## src/rtl/uart_pkg.sv

```systemverilog
// Shared UART definitions: FSM state encoding and baud helpers.
// Used by both the transmitter and the receiver so both ends agree.
package uart_pkg;

    localparam logic [2:0] ST_IDLE  = 3'd0;
    localparam logic [2:0] ST_START = 3'd1;
    localparam logic [2:0] ST_DATA  = 3'd2;
    localparam logic [2:0] ST_STOP  = 3'd3;
    localparam logic [2:0] ST_BREAK = 3'd4;

    typedef enum logic [2:0] {
        S_IDLE  = ST_IDLE,
        S_START = ST_START,
        S_DATA  = ST_DATA,
        S_STOP  = ST_STOP,
        S_BREAK = ST_BREAK
    } uart_state_t;

    // Clocks per bit, rounded to nearest.
    function automatic int baud_div(input int clk_hz, input int baud);
        return (clk_hz + baud / 2) / baud;
    endfunction

    // Bits needed to hold values 0..v-1.
    function automatic int clog2(input int v);
        int r;
        r = 0;
        for (int i = 0; i < 31; i++) begin
            if ((1 << i) < v) r = i + 1;
        end
        return r;
    endfunction

endpackage

```

## src/rtl/uart_rx_sync.sv

```systemverilog
// Two-flop synchronizer for asynchronous board inputs.
// Ports: CLK, RESET (async active-low), raw (async in), synced (out).
module uart_rx_sync #(
    parameter logic RESET_VAL = 1'b1
) (
    input  logic CLK,
    input  logic RESET,
    input  logic raw,
    output logic synced
);

    logic meta;

    always_ff @(posedge CLK or negedge RESET) begin
        if (!RESET) begin
            meta   <= RESET_VAL;
            synced <= RESET_VAL;
        end else begin
            meta   <= raw;
            synced <= meta;
        end
    end

endmodule

```

## src/rtl/serial_uart_receiver.sv

```systemverilog
// 8N1-style UART receiver with mid-bit sampling and break handling.
// Ports: CLK, RESET (async active-low), UART_RX in; RX_DATA, RX_READY,
// RX_FRAME_ERROR (one-cycle pulses) and RX_BUSY out.
module serial_uart_receiver
    import uart_pkg::*;
#(
    parameter int CLK_RATE_HZ = 50000000,
    parameter int BAUD_RATE   = 115200,
    parameter int DATA_BITS   = 8
) (
    input  logic                 CLK,
    input  logic                 RESET,
    input  logic                 UART_RX,
    output logic [DATA_BITS-1:0] RX_DATA,
    output logic                 RX_READY,
    output logic                 RX_FRAME_ERROR,
    output logic                 RX_BUSY
);

    localparam int BAUD_DIV = baud_div(CLK_RATE_HZ, BAUD_RATE);
    localparam int HALF_DIV = BAUD_DIV / 2;
    localparam int CNT_W    = clog2(BAUD_DIV);
    localparam int IDX_W    = clog2(DATA_BITS);

    localparam logic [CNT_W-1:0] CNT_HALF = CNT_W'(HALF_DIV - 1);
    localparam logic [CNT_W-1:0] CNT_FULL = CNT_W'(BAUD_DIV - 1);
    localparam logic [CNT_W-1:0] CNT_ONE  = CNT_W'(1);
    localparam logic [IDX_W-1:0] IDX_LAST = IDX_W'(DATA_BITS - 1);
    localparam logic [IDX_W-1:0] IDX_ONE  = IDX_W'(1);

    generate
        if (BAUD_DIV < 4) begin : g_bad_baud
            $error("serial_uart_receiver: BAUD_DIV must be >= 4");
        end
        if (DATA_BITS < 5 || DATA_BITS > 9) begin : g_bad_width
            $error("serial_uart_receiver: DATA_BITS must be 5..9");
        end
    endgenerate

    uart_state_t          state;
    logic [CNT_W-1:0]     cnt;
    logic [IDX_W-1:0]     idx;
    logic [DATA_BITS-1:0] shreg;
    logic                 rx_s;

    uart_rx_sync #(
        .RESET_VAL(1'b1)
    ) u_sync (
        .CLK   (CLK),
        .RESET (RESET),
        .raw   (UART_RX),
        .synced(rx_s)
    );

    assign RX_BUSY = (state != S_IDLE);

    always_ff @(posedge CLK or negedge RESET) begin
        if (!RESET) begin
            state          <= S_IDLE;
            cnt            <= '0;
            idx            <= '0;
            shreg          <= '0;
            RX_DATA        <= '0;
            RX_READY       <= 1'b0;
            RX_FRAME_ERROR <= 1'b0;
        end else begin
            RX_READY       <= 1'b0;
            RX_FRAME_ERROR <= 1'b0;
            unique case (state)
                S_IDLE: begin
                    if (!rx_s) begin
                        cnt   <= CNT_HALF;
                        state <= S_START;
                    end
                end
                S_START: begin
                    if (cnt != '0) begin
                        cnt <= cnt - CNT_ONE;
                    end else if (!rx_s) begin
                        idx   <= '0;
                        cnt   <= CNT_FULL;
                        state <= S_DATA;
                    end else begin
                        state <= S_IDLE;
                    end
                end
                S_DATA: begin
                    if (cnt != '0) begin
                        cnt <= cnt - CNT_ONE;
                    end else begin
                        // LSB arrives first, so it ends up at bit 0.
                        shreg <= {rx_s, shreg[DATA_BITS-1:1]};
                        cnt   <= CNT_FULL;
                        if (idx == IDX_LAST) begin
                            state <= S_STOP;
                        end else begin
                            idx <= idx + IDX_ONE;
                        end
                    end
                end
                S_STOP: begin
                    if (cnt != '0) begin
                        cnt <= cnt - CNT_ONE;
                    end else if (rx_s) begin
                        RX_DATA  <= shreg;
                        RX_READY <= 1'b1;
                        state    <= S_IDLE;
                    end else begin
                        RX_FRAME_ERROR <= 1'b1;
                        state          <= S_BREAK;
                    end
                end
                S_BREAK: begin
                    // Hold off until the line releases high.
                    if (rx_s) state <= S_IDLE;
                end
                default: state <= S_IDLE;
            endcase
        end
    end

endmodule

```

## config.mk

```make
export PLATFORM = sky130hd
export DESIGN_NAME = serial_uart_receiver
export DESIGN_NICKNAME = d
export VERILOG_FILES = /design/src/rtl/uart_pkg.sv /design/src/rtl/uart_rx_sync.sv /design/src/rtl/serial_uart_receiver.sv
export SDC_FILE = /design/constraint.sdc
export NUM_CORES = 1
export LEC_CHECK = 0
export CORE_MARGIN = 3
export CORE_UTILIZATION = 30
export DETAILED_ROUTE_END_ITERATION = 10
export GPL_TIMING_DRIVEN = 0
export HOLD_SLACK_MARGIN = 0.15
export PLACE_DENSITY = 0.58
export REMOVE_ABC_BUFFERS = 1
export SETUP_SLACK_MARGIN = 0.4
export SLEW_MARGIN = 10
export SYNTH_ARGS = -nofsm -noshare
export SYNTH_HDL_FRONTEND = slang
export SYNTH_HIERARCHICAL = 1
export SYNTH_SLANG_ARGS = --single-unit
```

## constraint.sdc

```tcl
create_clock -name CLK -period 5.2 [get_ports CLK]
set_clock_uncertainty 0.15 [all_clocks]
set_input_delay 0.78 -clock CLK [delete_from_list [all_inputs] [get_ports CLK]]
set_output_delay 0.78 -clock CLK [all_outputs]
set_load 0.02 [all_outputs]
```

* Word level (Yosys, flattened, before mapping) *
Index checks and enable logic that the tools add are counted.

operators by class
  $add $sub $neg = 2
  multiply operators = 0
  divide/modulo/power cells = 0
  $lt $le $gt $ge = 0
  equality and inequality tests = 15
  shifts and indexed selects = 0
  muxes and demuxes = 26
  bitwise gates (word level) = 1
  reduce and logical (&&, ||, !) cells = 10

operators by type and width
  operator               count
  $mux W9                5
  $pmux W9 S4            1
  $mux W3                11
  $ne A2 B2 Y1 const B   8
  $pmux W3 S5            1
  $reduce_bool A9 Y1     1
  $sub A9 B1 Y9 const B  1
  $eq A3 B2 Y1 const B   2
  $eq A3 B3 Y1 const B   2
  $mux W1                6
  $pmux W3 S2            1
  $reduce_and A6 Y1      1
  $reduce_and A5 Y1      1
  $reduce_and A4 Y1      1
  $reduce_bool A4 Y1     1
  $add A3 B1 Y3 const B  1
  $eq A3 B1 Y1 const B   1
  $logic_not A3 Y1       1
  $ne A3 B3 Y1 const B   1
  $reduce_and A3 Y1      1
  $reduce_bool A3 Y1     1
  $mux W2                1
  $ne A2 B1 Y1 const B   1
  $reduce_and A2 Y1      1
  other kinds (2)        2

storage, ports and cells
  flip-flop bits (word level) = 35
  bits in latches = 0
  memory bits (writable) = 0
  bits in read-only memories = 0
  input bits = 3
  output and inout port bits = 11
  logic and storage cells = 63
  memories kept = 0

* Logic depth before layout (Yosys ltp) *
  depth after elaboration = 4
  mapped depth = 8
  gate-level depth less buffers = 6

* Hierarchy *
The synthesis kept the hierarchy.

by module, submodules not included
  module                times used  cells each  area an instance (um2)  seq. area each (um2)
  serial_uart_receiver  1           156         1719.1                  825.8
  uart_rx_sync          1           2           52.6                    52.6

* Worst setup path after synthesis *
Ideal clock, no wire load.

  path type = reg-to-reg
  start = reg cnt[0]
  end = reg shreg[0]
  library setup time = 125 ps
  data arrival time = 2141 ps
  data required time = 4925 ps
  slack = 2785 ps
  stages on the path, launching flop included = 9
  buffers on the path = 2
  clock period less this slack = 2415 ps
  cells stage by stage = dfrtp_1 -> inv_1 -> ha_1 -> or3b_2 -> clkbuf_1 -> nor3_2 -> and2_1 -> buf_4 -> mux2_2

between the ends
  cells in the longest elaborated chain, start to end = 3

RTL lines
  what                                line                         RTL
  from (decl)                         serial_uart_receiver.sv:41   logic [CNT_W-1:0] cnt;
  from (signal assigned)              serial_uart_receiver.sv:78   cnt <= cnt - CNT_ONE;
  from (signal assigned)              serial_uart_receiver.sv:89   cnt <= cnt - CNT_ONE;
  from (signal assigned)              serial_uart_receiver.sv:103  cnt <= cnt - CNT_ONE;
  $reduce_bool A9 Y1                  serial_uart_receiver.sv:88   if (cnt != '0) begin
  $not A1 Y1 (no source line)         -
  $reduce_and A2 Y1 (no source line)  -
  to (signal assigned)                serial_uart_receiver.sv:92   shreg <= {rx_s, shreg[DATA_BITS-1:1]};
  to (decl)                           serial_uart_receiver.sv:43   logic [DATA_BITS-1:0] shreg;

No other way between the ends.
A chain may end at the register's enable or synchronous reset.

* Worst setup path after layout *
  start = reg state[0]
  end = out RX_BUSY

between the ends
  cells in the longest elaborated chain, start to end = 1

RTL lines
  what                    line                        RTL
  from (decl)             serial_uart_receiver.sv:40  uart_state_t state;
  from (signal assigned)  serial_uart_receiver.sv:59  state <= S_IDLE;
  from (signal assigned)  serial_uart_receiver.sv:73  state <= S_START;
  from (signal assigned)  serial_uart_receiver.sv:82  state <= S_DATA;
  $reduce_bool A3 Y1      serial_uart_receiver.sv:55  assign RX_BUSY = (state != S_IDLE);
  to (decl)               serial_uart_receiver.sv:17  output logic RX_BUSY

No other way between the ends.

==> key figures <==
Die
  – I/O pin count: 14
  – Die X: 82.85 µm
  – Die area: about 6900 µm²
  – Core Area: about 5600 µm²
  – Starting density of the core: roughly a third
  – Die Y: 82.85 µm
  – # rows: 27

Critical path
  – Reg2reg start: cnt[0]
  – Critical Path Source Type: flip-flop
  – Highest-delay cell along the critical path: dfrtp_1
  – Worst R2R Path Depth: 6
  – CP required: 4.27 ns
  – Worst-path cell chain: or3_1 -> clkdlybuf4s50_1
  – CP top delay family: flip-flops
  – Crit Path Category: reg2out
  – CP bufs+invs: 1
  – CP arrival: roughly 1.9 ns
  – Crit path max fanout: 18
  – Setup crit end kind: primary output
  – R2R Setup Slk: around 2.4 ns
  – CP peak stage delay: 0.58 ns
  – R2r endpoint: shreg[2]
  – Number of cells on the critical path: 2

Synthesis
  – Most used DFF post-synth: dfrtp_1
  – Synth Instances: ~160
  – Async SR Flop Fraction: 100.0%
  – Synthesized area: ~1800 µm²
  – Synthesized flop and latch total: 35
  – Synth unique cells: between 40 and 50
  – Syn avg cell area: between 10 and 15 µm²
  – Post-synth EDFFs: 0
  – YS warnings: 6
  – Seq/Total Area, Yosys: approximately 50%

Place
  – GPL Wtd Cong: 0.8138
  – Placed Cells: 234
  – Post-DP HPWL: 2282 µm
  – Pre-CTS WS: approximately 2.4 ns
  – Buffers on Ports: 13

Global route
  – First-pass GRT wire length: between 5000 and 6000 µm
  – Global route overflow: 0
  – Largest net degree at the start of global routing: 36
  – Vias in the first global route: around 1200
  – Initial antenna violation count: 0
  – GR Util All Layers: between 10% and 20%

CTS
  – Reg clk slew, reported paths: around 0.07 ns
  – TritonCTS Buffers: 5
  – CTS tree: yes
  – Post-CTS setup buffer count: 0
  – Clk root buf: clkbuf_8
  – Longest Clk Path Bufs: 2
  – Clk_lat worst skew: around 0.29 ns
  – Cts hold-fix bufs: 0
  – Clk sinks: 35
  – Htree depth: 2
  – CTS-repair resized insts: 0

Hold path
  – Worst Hold Depth: 0
  – Hold EP: u_sync/synced
  – Worst hold start: u_sync/meta
  – Hold WC Path Type: reg2reg

STA
  – Slew HR: approximately 53%
  – Final worst path period share: a little over half
  – RSZ-0062 raised after global routing: no
  – Setup tns final: 0 ns
  – Max Freq: approximately 0.36 GHz
  – Final setup fails: 0
  – Setup ws final: approximately 2.4 ns
  – Final hold slack: about 0.21 ns
  – Worst Tran Pin Value: 0.6986 ns
  – Tmin final: between 2 and 3 ns
  – Slew Limit Fails: 0
  – Endpoints failing hold: 0

Final layout
  – Most frequent cells in the layout: 33 x dfrtp_1, 16 x mux2_2, 12 x clkdlybuf4s50_1, 10 x nor2_1, 9 x nand2_1
  – Final #Nets: between 150 and 200
  – Final core utilization: 36.52%
  – Layout Cells excl Fill: 242
  – Register area: slightly below 900 µm²
  – Synth-to-layout area growth: 15.61%
  – Layout cells sized above 1: roughly 20%
  – Footprint of the multi-input gates: 834.6 µm²
  – Most common cell after layout, fill and taps aside: dfrtp_1
  – Diodes inserted: 0
  – Fillers: between 500 and 600

Run
  – Max Cap Viol: 0

Routing
  – Number of iterations in the first detailed-routing pass: 4
  – Via density: about 5.1
  – WL final: 3315 µm
  – Met3 Wirelength: 157 µm
  – Max layer used: met4
  – DR vias: approximately 1200
  – 1st-iter DRT viols: roughly 120
  – Met2 Routed Length: 1469 µm
  – DRC: 0
  – WL per Instance: 13.70 µm
  – WL met1: 1631 µm
  – Antenna-violating nets left: 0

Power and ir drop
  – Lkg Pwr: between 0.8 and 0.9 nW
  – Cell area power density: 233.2 nW/µm²
  – VDD IR-drop max: between 0.09 and 0.1 mV

Outcome
  – Status: finished, final reports clean
[worst max path at each step]
stage | startpoint | endpoint | slack (ns)
floorplan | cnt[0] | shreg[0] | 2.80
global placement | RESET | RX_DATA[2] | 2.36
detailed placement | cnt[0] | shreg[2] | 2.43
CTS | state[0] | RX_BUSY | 2.38
global route | cnt[0] | shreg[2] | 2.25
finish | state[0] | RX_BUSY | 2.39
[worst register-to-register path, stage by stage (launching register included)]
cell and delay (ns):
dfrtp_1 0.42, inv_1 0.15, ha_1 0.24, or3b_2 0.55
nor3_2 0.36, and2_1 0.41, mux2_2 0.38
[cell usage after synthesis, drive strengths merged, types with 4 or more instances]
cell,number,area (µm²)
inv,4,15.01
dfrtp,33,825.8
nor3b,5,37.54
nand2,9,33.78
clkbuf,7,26.28
o21ai,7,35.03
mux2,17,195.2
a211oi,4,30.03
nor2,10,37.54
nor3,5,30.03
a21oi,6,30.03
[cell families (layout without fill, tap and decap cells)]
logic type / count (synthesis) / count (layout) / synth area share, %
buffers and inverters: 14 / 26 / 3.319
multiplexers: 19 / 19 / 12.15
AO/OA/AOI/OAI: 39 / 39 / 15.96
AND/OR/NAND/NOR: 47 / 47 / 16.38
XOR/XNOR: 1 / 1 / 0.4944
adder cells (fa/ha/maj): 3 / 3 / 2.119
flip-flops: 35 / 35 / 49.58
[report_power, final]
group          switching, mW  internal [mW]  total (mW)
sequential           0.00174          0.274       0.275
clock                 0.0986         0.0935       0.192
combinational        0.00661        0.00357      0.0102
total                  0.107          0.371       0.478
[sequential cells by signal (all words and copies together) (netlist names)]
register	cells
u_sync/meta	1
shreg	8
RX_FRAME_ERROR	1
u_sync/synced	1
idx	3
cnt	9
state	3
RX_READY	1
RX_DATA	8
[area by class of cell]
cell class,count,share of cell area [%]
clock buffer,6,3.543
clock inverter,2,0.6109
inverter,4,0.7330
multi-input combinational,109,40.75
sequential,35,42.88
tap,72,4.398
timing repair buffer,14,7.086
[stage by stage]
step           total power, mW  cell area, µm²
3_3_place_gp            0.2900            1948
3_5_place_dp            0.2913            1963
5_1_grt                 0.4978            2048
6_report                0.4776            2048
2_1_floorplan           0.2820            1728
4_1_cts                 0.4874            2048
[metal layers]
layer	up-vias	GRT usage [%]
met2	29	14.43
met3	5	2.877
met4	0	4.458
met5	-	0
met1	597	14.79
li1	609	-
No activity file was read; power rests on OpenSTA's default activity.
